## config.mk

```make
export PLATFORM = sky130hd
export DESIGN_NAME = keypad_scan_4x4
export DESIGN_NICKNAME = d
export VERILOG_FILES = /design/src/rtl/keypad_pkg.sv /design/src/rtl/keypad_scan_4x4_sync.sv /design/src/rtl/keypad_scan_4x4.sv
export SDC_FILE = /design/constraint.sdc
export NUM_CORES = 1
export LEC_CHECK = 0
export ABC_AREA = 1
export CORE_ASPECT_RATIO = 1.1
export CORE_MARGIN = 4
export CORE_UTILIZATION = 40
export CTS_BUF_LIST = sky130_fd_sc_hd__clkbuf_2
export DETAILED_ROUTE_END_ITERATION = 10
export DONT_BUFFER_PORTS = 1
export SKIP_CTS_REPAIR_TIMING = 1
export SLEW_MARGIN = 20
export SYNTH_ARGS = -nofsm -noshare
export SYNTH_HDL_FRONTEND = slang
export SYNTH_SLANG_ARGS = --single-unit
```

## constraint.sdc

```tcl
create_clock -name clk -period 8.5 [get_ports clk]
set_clock_uncertainty 0.05 [all_clocks]
set_input_delay 2.55 -clock clk [delete_from_list [all_inputs] [get_ports clk]]
set_output_delay 2.55 -clock clk [all_outputs]
set_load 0.05 [all_outputs]
```

## src/rtl/keypad_pkg.sv

```systemverilog
// Shared types and constants for the 4x4 keypad scanner.
package keypad_pkg;

  localparam int unsigned KEY_W = 4;
  localparam int unsigned ROWS  = 4;
  localparam int unsigned COLS  = 4;

  // Debounce/acceptance FSM states
  typedef enum logic [1:0] {
    IDLE = 2'd0,
    DEB  = 2'd1,
    HELD = 2'd2
  } kp_state_t;

  // Result of evaluating one complete scan frame
  typedef struct packed {
    logic             hit;   // exactly one key low in the frame
    logic [KEY_W-1:0] code;  // {row, col} of that key
  } frame_res_t;

endpackage

```

## src/rtl/keypad_scan_4x4_sync.sv

```systemverilog
// Two-flop synchronizer for the asynchronous keypad column lines.
module Sync_2FF_4bit
  import keypad_pkg::*;
(
  input  logic            clk,
  input  logic            rst,
  input  logic [COLS-1:0] d,
  output logic [COLS-1:0] q
);

  logic [COLS-1:0] meta;

  // Resets to all-ones so an idle (pulled-up) keypad is seen during reset
  always_ff @(posedge clk or negedge rst) begin
    if (!rst) begin
      meta <= '1;
      q    <= '1;
    end else begin
      meta <= d;
      q    <= meta;
    end
  end

endmodule

```

## src/rtl/keypad_scan_4x4.sv

```systemverilog
// Row-scanning 4x4 keypad reader: debounces one key at a time and shifts
// each accepted key code into an 8-bit display value with a write strobe.
module keypad_scan_4x4
  import keypad_pkg::*;
#(
  parameter int unsigned SCAN_DIV = 1000,
  parameter int unsigned DEBOUNCE = 4
) (
  input  logic       clk,
  input  logic       rst,
  input  logic [3:0] col_n,
  output logic [3:0] row_n,
  output logic [7:0] num,
  output logic       wr,
  output logic [3:0] key_code,
  output logic       key_valid
);

  localparam int unsigned CNT_W      = $clog2(SCAN_DIV);
  localparam int unsigned ROW_W      = $clog2(ROWS);
  localparam int unsigned DEB_W      = 4;
  localparam int unsigned FRAME_BITS = ROWS * COLS;

  logic [COLS-1:0]   col_s;
  logic [CNT_W-1:0]  slot_cnt;
  logic [ROW_W-1:0]  row_idx;
  logic [ROW_W-1:0]  row_nxt_c;
  logic [11:0]       samp;        // column samples of rows 0..2
  logic              slot_end_c;
  logic              frame_end_c;
  logic [FRAME_BITS-1:0] frame_c; // bit index == key code, low = pressed
  logic [4:0]        low_cnt_c;
  frame_res_t        res_c;

  kp_state_t         state_q, state_d;
  logic [KEY_W-1:0]  cand_q, cand_d;
  logic [DEB_W-1:0]  dcnt_q, dcnt_d;
  logic [DEB_W-1:0]  rcnt_q, rcnt_d;
  logic [7:0]        num_d;
  logic [KEY_W-1:0]  code_d;
  logic              wr_d;
  logic              valid_d;
  logic              accept_c;

  Sync_2FF_4bit u_sync (
    .clk (clk),
    .rst (rst),
    .d   (col_n),
    .q   (col_s)
  );

  assign slot_end_c  = (slot_cnt == CNT_W'(SCAN_DIV - 1));
  assign frame_end_c = slot_end_c && (row_idx == ROW_W'(ROWS - 1));
  assign row_nxt_c   = row_idx + ROW_W'(1);
  // Row 3 is evaluated from the live synchronized columns on its sample cycle
  assign frame_c     = {col_s, samp};

  // Slot counter, row drive and per-row column sampling
  always_ff @(posedge clk or negedge rst) begin
    if (!rst) begin
      slot_cnt <= '0;
      row_idx  <= '0;
      row_n    <= 4'b1110;
      samp     <= '1;
    end else if (slot_end_c) begin
      slot_cnt <= '0;
      row_idx  <= row_nxt_c;
      row_n    <= ~(4'b0001 << row_nxt_c);
      case (row_idx)
        ROW_W'(0): samp[3:0]  <= col_s;
        ROW_W'(1): samp[7:4]  <= col_s;
        ROW_W'(2): samp[11:8] <= col_s;
        default:   ;
      endcase
    end else begin
      slot_cnt <= slot_cnt + CNT_W'(1);
    end
  end

  // Frame evaluation: exactly one low key is a hit, anything else is none
  always_comb begin
    low_cnt_c = '0;
    res_c     = '0;
    for (int i = 0; i < FRAME_BITS; i++) begin
      if (!frame_c[i]) begin
        low_cnt_c  = low_cnt_c + 5'd1;
        res_c.code = KEY_W'(i);
      end
    end
    res_c.hit = (low_cnt_c == 5'd1);
  end

  // Next-state and output logic of the debounce FSM
  always_comb begin
    state_d  = state_q;
    cand_d   = cand_q;
    dcnt_d   = dcnt_q;
    rcnt_d   = rcnt_q;
    num_d    = num;
    code_d   = key_code;
    wr_d     = 1'b0;
    accept_c = 1'b0;

    if (frame_end_c) begin
      case (state_q)
        IDLE: begin
          if (res_c.hit) begin
            cand_d = res_c.code;
            dcnt_d = DEB_W'(1);
            if (DEBOUNCE == 1) accept_c = 1'b1;
            else               state_d  = DEB;
          end
        end
        DEB: begin
          if (res_c.hit && (res_c.code == cand_q)) begin
            dcnt_d = dcnt_q + DEB_W'(1);
            if (dcnt_d == DEB_W'(DEBOUNCE)) accept_c = 1'b1;
          end else begin
            state_d = IDLE;
            dcnt_d  = '0;
          end
        end
        HELD: begin
          if (res_c.hit) begin
            rcnt_d = '0;
          end else begin
            rcnt_d = rcnt_q + DEB_W'(1);
            if (rcnt_d == DEB_W'(DEBOUNCE)) begin
              state_d = IDLE;
              rcnt_d  = '0;
            end
          end
        end
        default: state_d = IDLE;
      endcase
    end

    if (accept_c) begin
      state_d = HELD;
      dcnt_d  = '0;
      rcnt_d  = '0;
      num_d   = {num[3:0], cand_d};
      code_d  = cand_d;
      wr_d    = 1'b1;
    end

    valid_d = (state_d == HELD);
  end

  // FSM state and registered outputs
  always_ff @(posedge clk or negedge rst) begin
    if (!rst) begin
      state_q   <= IDLE;
      cand_q    <= '0;
      dcnt_q    <= '0;
      rcnt_q    <= '0;
      num       <= 8'h00;
      key_code  <= 4'h0;
      wr        <= 1'b0;
      key_valid <= 1'b0;
    end else begin
      state_q   <= state_d;
      cand_q    <= cand_d;
      dcnt_q    <= dcnt_d;
      rcnt_q    <= rcnt_d;
      num       <= num_d;
      key_code  <= code_d;
      wr        <= wr_d;
      key_valid <= valid_d;
    end
  end

endmodule

```

==> impl_summary.log <==
[metrics] largest net degree at the start of global routing: 61
[metrics] htree depth: 3
[metrics] status: complete, no violations
[metrics] Power Dens Cells: 88.7 mW/mm2
[metrics] sequential fraction of design power: 0.652
[metrics] clock network fraction of design power: 0.305
[metrics] vias in the first global route: 3,780
[metrics] sequential fraction of the synthesis area: 0.337
[metrics] final cell count without fillers: 840
[metrics] final critical path time including I/O delays and setup: 8.08 ns
[metrics] DRT antenna net count: 0
[metrics] number of enable-type register cells in the synthesized netlist: 0
[metrics] highest clock rate: 124 MHz
[metrics] max-slew violation count: 0
[metrics] switching portion of total power: 0.257
[metrics] number of antenna violations at the first check in global routing: 0
[metrics] 1st-pass router iterations: 4
[metrics] endpoint of the worst register-to-register path: rcnt_q[1]$_DFFE_PN0P_
[metrics] combinational share of power: 0.042
[metrics] worst hold path startpoint: u_sync.meta[0]$_DFF_PN1_
[metrics] Main synth FF type: sky130_fd_sc_hd__dfrtp_1
[metrics] Netlist Area Pre-Place: 0.00455 mm2
[metrics] count of pins on the block boundary: 24
[metrics] global-route congestion overflow total: 0
[metrics] layout cells sized above 1: 0.224
[metrics] number of unique standard cell types used by synthesis: 34
[metrics] Setup crit end kind: flip-flop
[metrics] max-cap viol count: 0
[metrics] all-layer global routing usage: 0.149
[metrics] wire length of the first global-routing pass: 15,900 um
[metrics] Worst IR Drop VDD: 0.0587 mV
[metrics] highest cell delay on the worst timing path: 0.58 ns
[metrics] Net Switching: 0.000115 W
[metrics] CTS tree: built
[metrics] Vert. Die Dim: 120 um
[metrics] worst-path fanout max: 6
[metrics] total half-perimeter wirelength after legalization and detailed placement: 7130 um
[metrics] CTS clock-pin slew for the worst setup and hold paths: 0.17 ns
[metrics] detailed-route via count: 3,969
[metrics] layout overhead on the synthesized area: 11.3%
[metrics] Post-Route WL: 9200 um
[metrics] number of standard cells after synthesis: 666
[metrics] kind of cell adding the most delay to the critical path: adder cells
[metrics] # port buffers: 0
[metrics] buffer cell driving the clock tree root: sky130_fd_sc_hd__clkbuf_2
[metrics] worst slack, placed: -0.207 ns
[metrics] share of Yosys cell area claimed by the top area cell type: 0.204
[metrics] Fin Setup TNS: 0 ns
[metrics] number of filler cells placed in the layout: 1,160
[metrics] final-stage net count: 719
[metrics] worst min-delay path endpoint: u_sync.q[0]$_DFF_PN1_
[metrics] number of cells on the worst hold path: 0
[metrics] Ys Warns: 0
[metrics] top area cells in the synthesized netlist: sky130_fd_sc_hd__dfrtp_1 20%, sky130_fd_sc_hd__nand2_1 16%, sky130_fd_sc_hd__dfstp_2 13%, sky130_fd_sc_hd__inv_1 8.7%, sky130_fd_sc_hd__ha_1 6.9%
[metrics] standard-cell row count: 40
[metrics] r2r setup slk: 0.42 ns
[metrics] most area-hungry cell type in the Yosys netlist: sky130_fd_sc_hd__dfrtp_1
[metrics] Core Box Area: 0.0110 mm2
[metrics] number of buffers created by CTS: 9
[metrics] Leakage: 2.74 nW
[metrics] post-synthesis net count: 697
[metrics] startpoint class of the critical path: flip-flop
[metrics] Placer Congestion: 0.778
[metrics] Die X: 110 um
[metrics] Clk Latency, worst-skew pair: 0.50 ns
[metrics] data required time of the worst path: 8.84 ns
[metrics] Max clock buf depth: 2
[metrics] total of endpoints with negative setup slack in the final report: 0
[metrics] Min-Delay Path Class: flip-flop to flip-flop
[metrics] wire per inst: 11.0 um
[metrics] die footprint: 0.0131 mm2
[metrics] total buffers and inverters traversed by the critical path: 7
[metrics] cells on worst reg2reg path: 55
[metrics] Max-Slew Margin vs Limit: 0.379
[metrics] via density per instance: 4.73
[metrics] cell seen most often among critical-path stages: sky130_fd_sc_hd__nand2_2
[metrics] average cell area after synthesis: 6.83 um2
[metrics] final critical-path setup slack: 0.421 ns
[metrics] post-synthesis register bit count: 60
[metrics] crit share post-route: 0.950
[metrics] crit path kind: flip-flop to flip-flop
[metrics] beginning of the critical path: samp[0]$_DFFE_PN1P_
[metrics] hold violation total from the final report: 0
[metrics] antenna cell count: 0
[metrics] Clock Sinks: 60
[metrics] detailed router's first-iteration violation count: 123
[metrics] Arrival @ worst endpoint: 8.42 ns
[metrics] beginning of the worst register-to-register path: samp[0]$_DFFE_PN1P_
[metrics] initial core utilization: 0.413
[metrics] fraction of synthesis flops using an asynchronous set or reset pin: 1.00
[metrics] Internal Pwr Total: 0.000334 W
[metrics] transition time at the pin with the least slew margin: 0.932 ns
[metrics] DRC: 0
[metrics] placed insts: 818
[metrics] standard cell with the maximum stage delay on the critical path: sky130_fd_sc_hd__dfstp_2
[power by group through the flow]
| stage | Clock (W) | Sequential [W] | Combinational [W] |
|---|---|---|---|
| floorplan | 0 | 0.000295 | 0.0000159 |
| global placement | 0 | 0.000298 | 0.0000165 |
| detailed placement | 0 | 0.000298 | 0.0000171 |
| CTS | 0.000147 | 0.000293 | 0.0000172 |
| global route | 0.000163 | 0.000294 | 0.0000215 |
| finish | 0.000137 | 0.000293 | 0.0000189 |
[cell type report]
cell class / instances / area [um2] / area share
clock buffer: 10 / 50.0 / 0.00989
clock inverter: 6 / 31.3 / 0.00618
inverter: 118 / 443 / 0.0875
multi-input combinational: 476 / 2650 / 0.523
sequential: 60 / 1530 / 0.302
tap: 147 / 184 / 0.0364
timing repair buffer: 23 / 176 / 0.0349
[synth_stat cells, drive strengths merged (2+ instances only)]
| cell type | number |
|---|---|
| dfrtp | 37 |
| inv | 118 |
| nor3b | 2 |
| clkbuf | 2 |
| dfstp | 23 |
| nand3 | 71 |
| or2 | 5 |
| nand2 | 231 |
| xor2 | 8 |
| o21a | 3 |
| o21ai | 30 |
| nand4 | 8 |
| nand3b | 5 |
| o21bai | 7 |
| a21oi | 11 |
| and2 | 3 |
| buf | 10 |
| nor2 | 55 |
| ha | 25 |
| nor4 | 4 |
| nor3 | 4 |
[cell families after synthesis]
logic type	Yosys count	synth area share
simple gates	388	0.396
buf+inv	130	0.114
flops	60	0.337
compound gates	54	0.0671
fa+ha+maj	25	0.0688
xor+xnor	9	0.0173
[layout by cell type, fill, tap and decap left out, types with 4 or more instances in the layout]
cell type                  instances
sky130_fd_sc_hd__nor2_1           52
sky130_fd_sc_hd__clkinv_2          4
sky130_fd_sc_hd__nor4_1            4
sky130_fd_sc_hd__inv_2            15
sky130_fd_sc_hd__ha_4              8
sky130_fd_sc_hd__a21oi_1          10
sky130_fd_sc_hd__dfstp_2          23
sky130_fd_sc_hd__nand2_2          46
sky130_fd_sc_hd__dfrtp_1          37
sky130_fd_sc_hd__nand4_1           8
sky130_fd_sc_hd__inv_1           103
sky130_fd_sc_hd__nor3_1            4
sky130_fd_sc_hd__xor2_1            8
sky130_fd_sc_hd__ha_1             17
sky130_fd_sc_hd__nand3b_1          5
sky130_fd_sc_hd__buf_4            22
sky130_fd_sc_hd__nand3_1          57
sky130_fd_sc_hd__nand3_2          14
sky130_fd_sc_hd__nand2_1         185
sky130_fd_sc_hd__o21ai_0          27
sky130_fd_sc_hd__o21bai_1          6
sky130_fd_sc_hd__clkbuf_2         10
[registers in the layout, summed over array words and instances, names as in the netlist]
name and count:
slot_cnt 10, rcnt_q 4, row_n 4, cand_q 4, dcnt_q 4, wr 1, num 8, key_valid 1
u_sync.meta 4, u_sync.q 4, state_q 2, samp 12, row_idx 2
[stage by stage]
stage | power [W] | hold WS, ns | utilization | instance area [um2]
floorplan | 0.000311 | 0.295 | - | 4550
global placement | 0.000314 | 0.311 | 0.434 | 4780
detailed placement | 0.000315 | 0.307 | 0.434 | 4780
CTS | 0.000458 | 0.325 | 0.442 | 4860
global route | 0.000478 | 0.315 | 0.460 | 5060
finish | 0.000449 | 0.319 | 0.460 | 5060
[worst max-delay path by stage]
stage               cells past startpoint               endpoint  slack (ns)
finish                                 55  rcnt_q[1]$_DFFE_PN0P_        0.42
global route                           58  rcnt_q[3]$_DFFE_PN0P_       -0.05
CTS                                    58  rcnt_q[2]$_DFFE_PN0P_       -0.28
detailed placement                     58  rcnt_q[0]$_DFFE_PN0P_       -0.21
global placement                       58  rcnt_q[2]$_DFFE_PN0P_        0.02
floorplan                              55  dcnt_q[0]$_DFFE_PN0P_        0.31
[per-layer routing]
layer / track usage / vias to the layer above / wire length, um
met5: 0 / - / 0
met4: 0.0444 / 0 / 112
met3: 0.0339 / 13 / 234
met2: 0.254 / 35 / 4530
met1: 0.184 / 1806 / 4320
li1: - / 2115 / -
No activity file was read; power rests on OpenSTA's default activity.
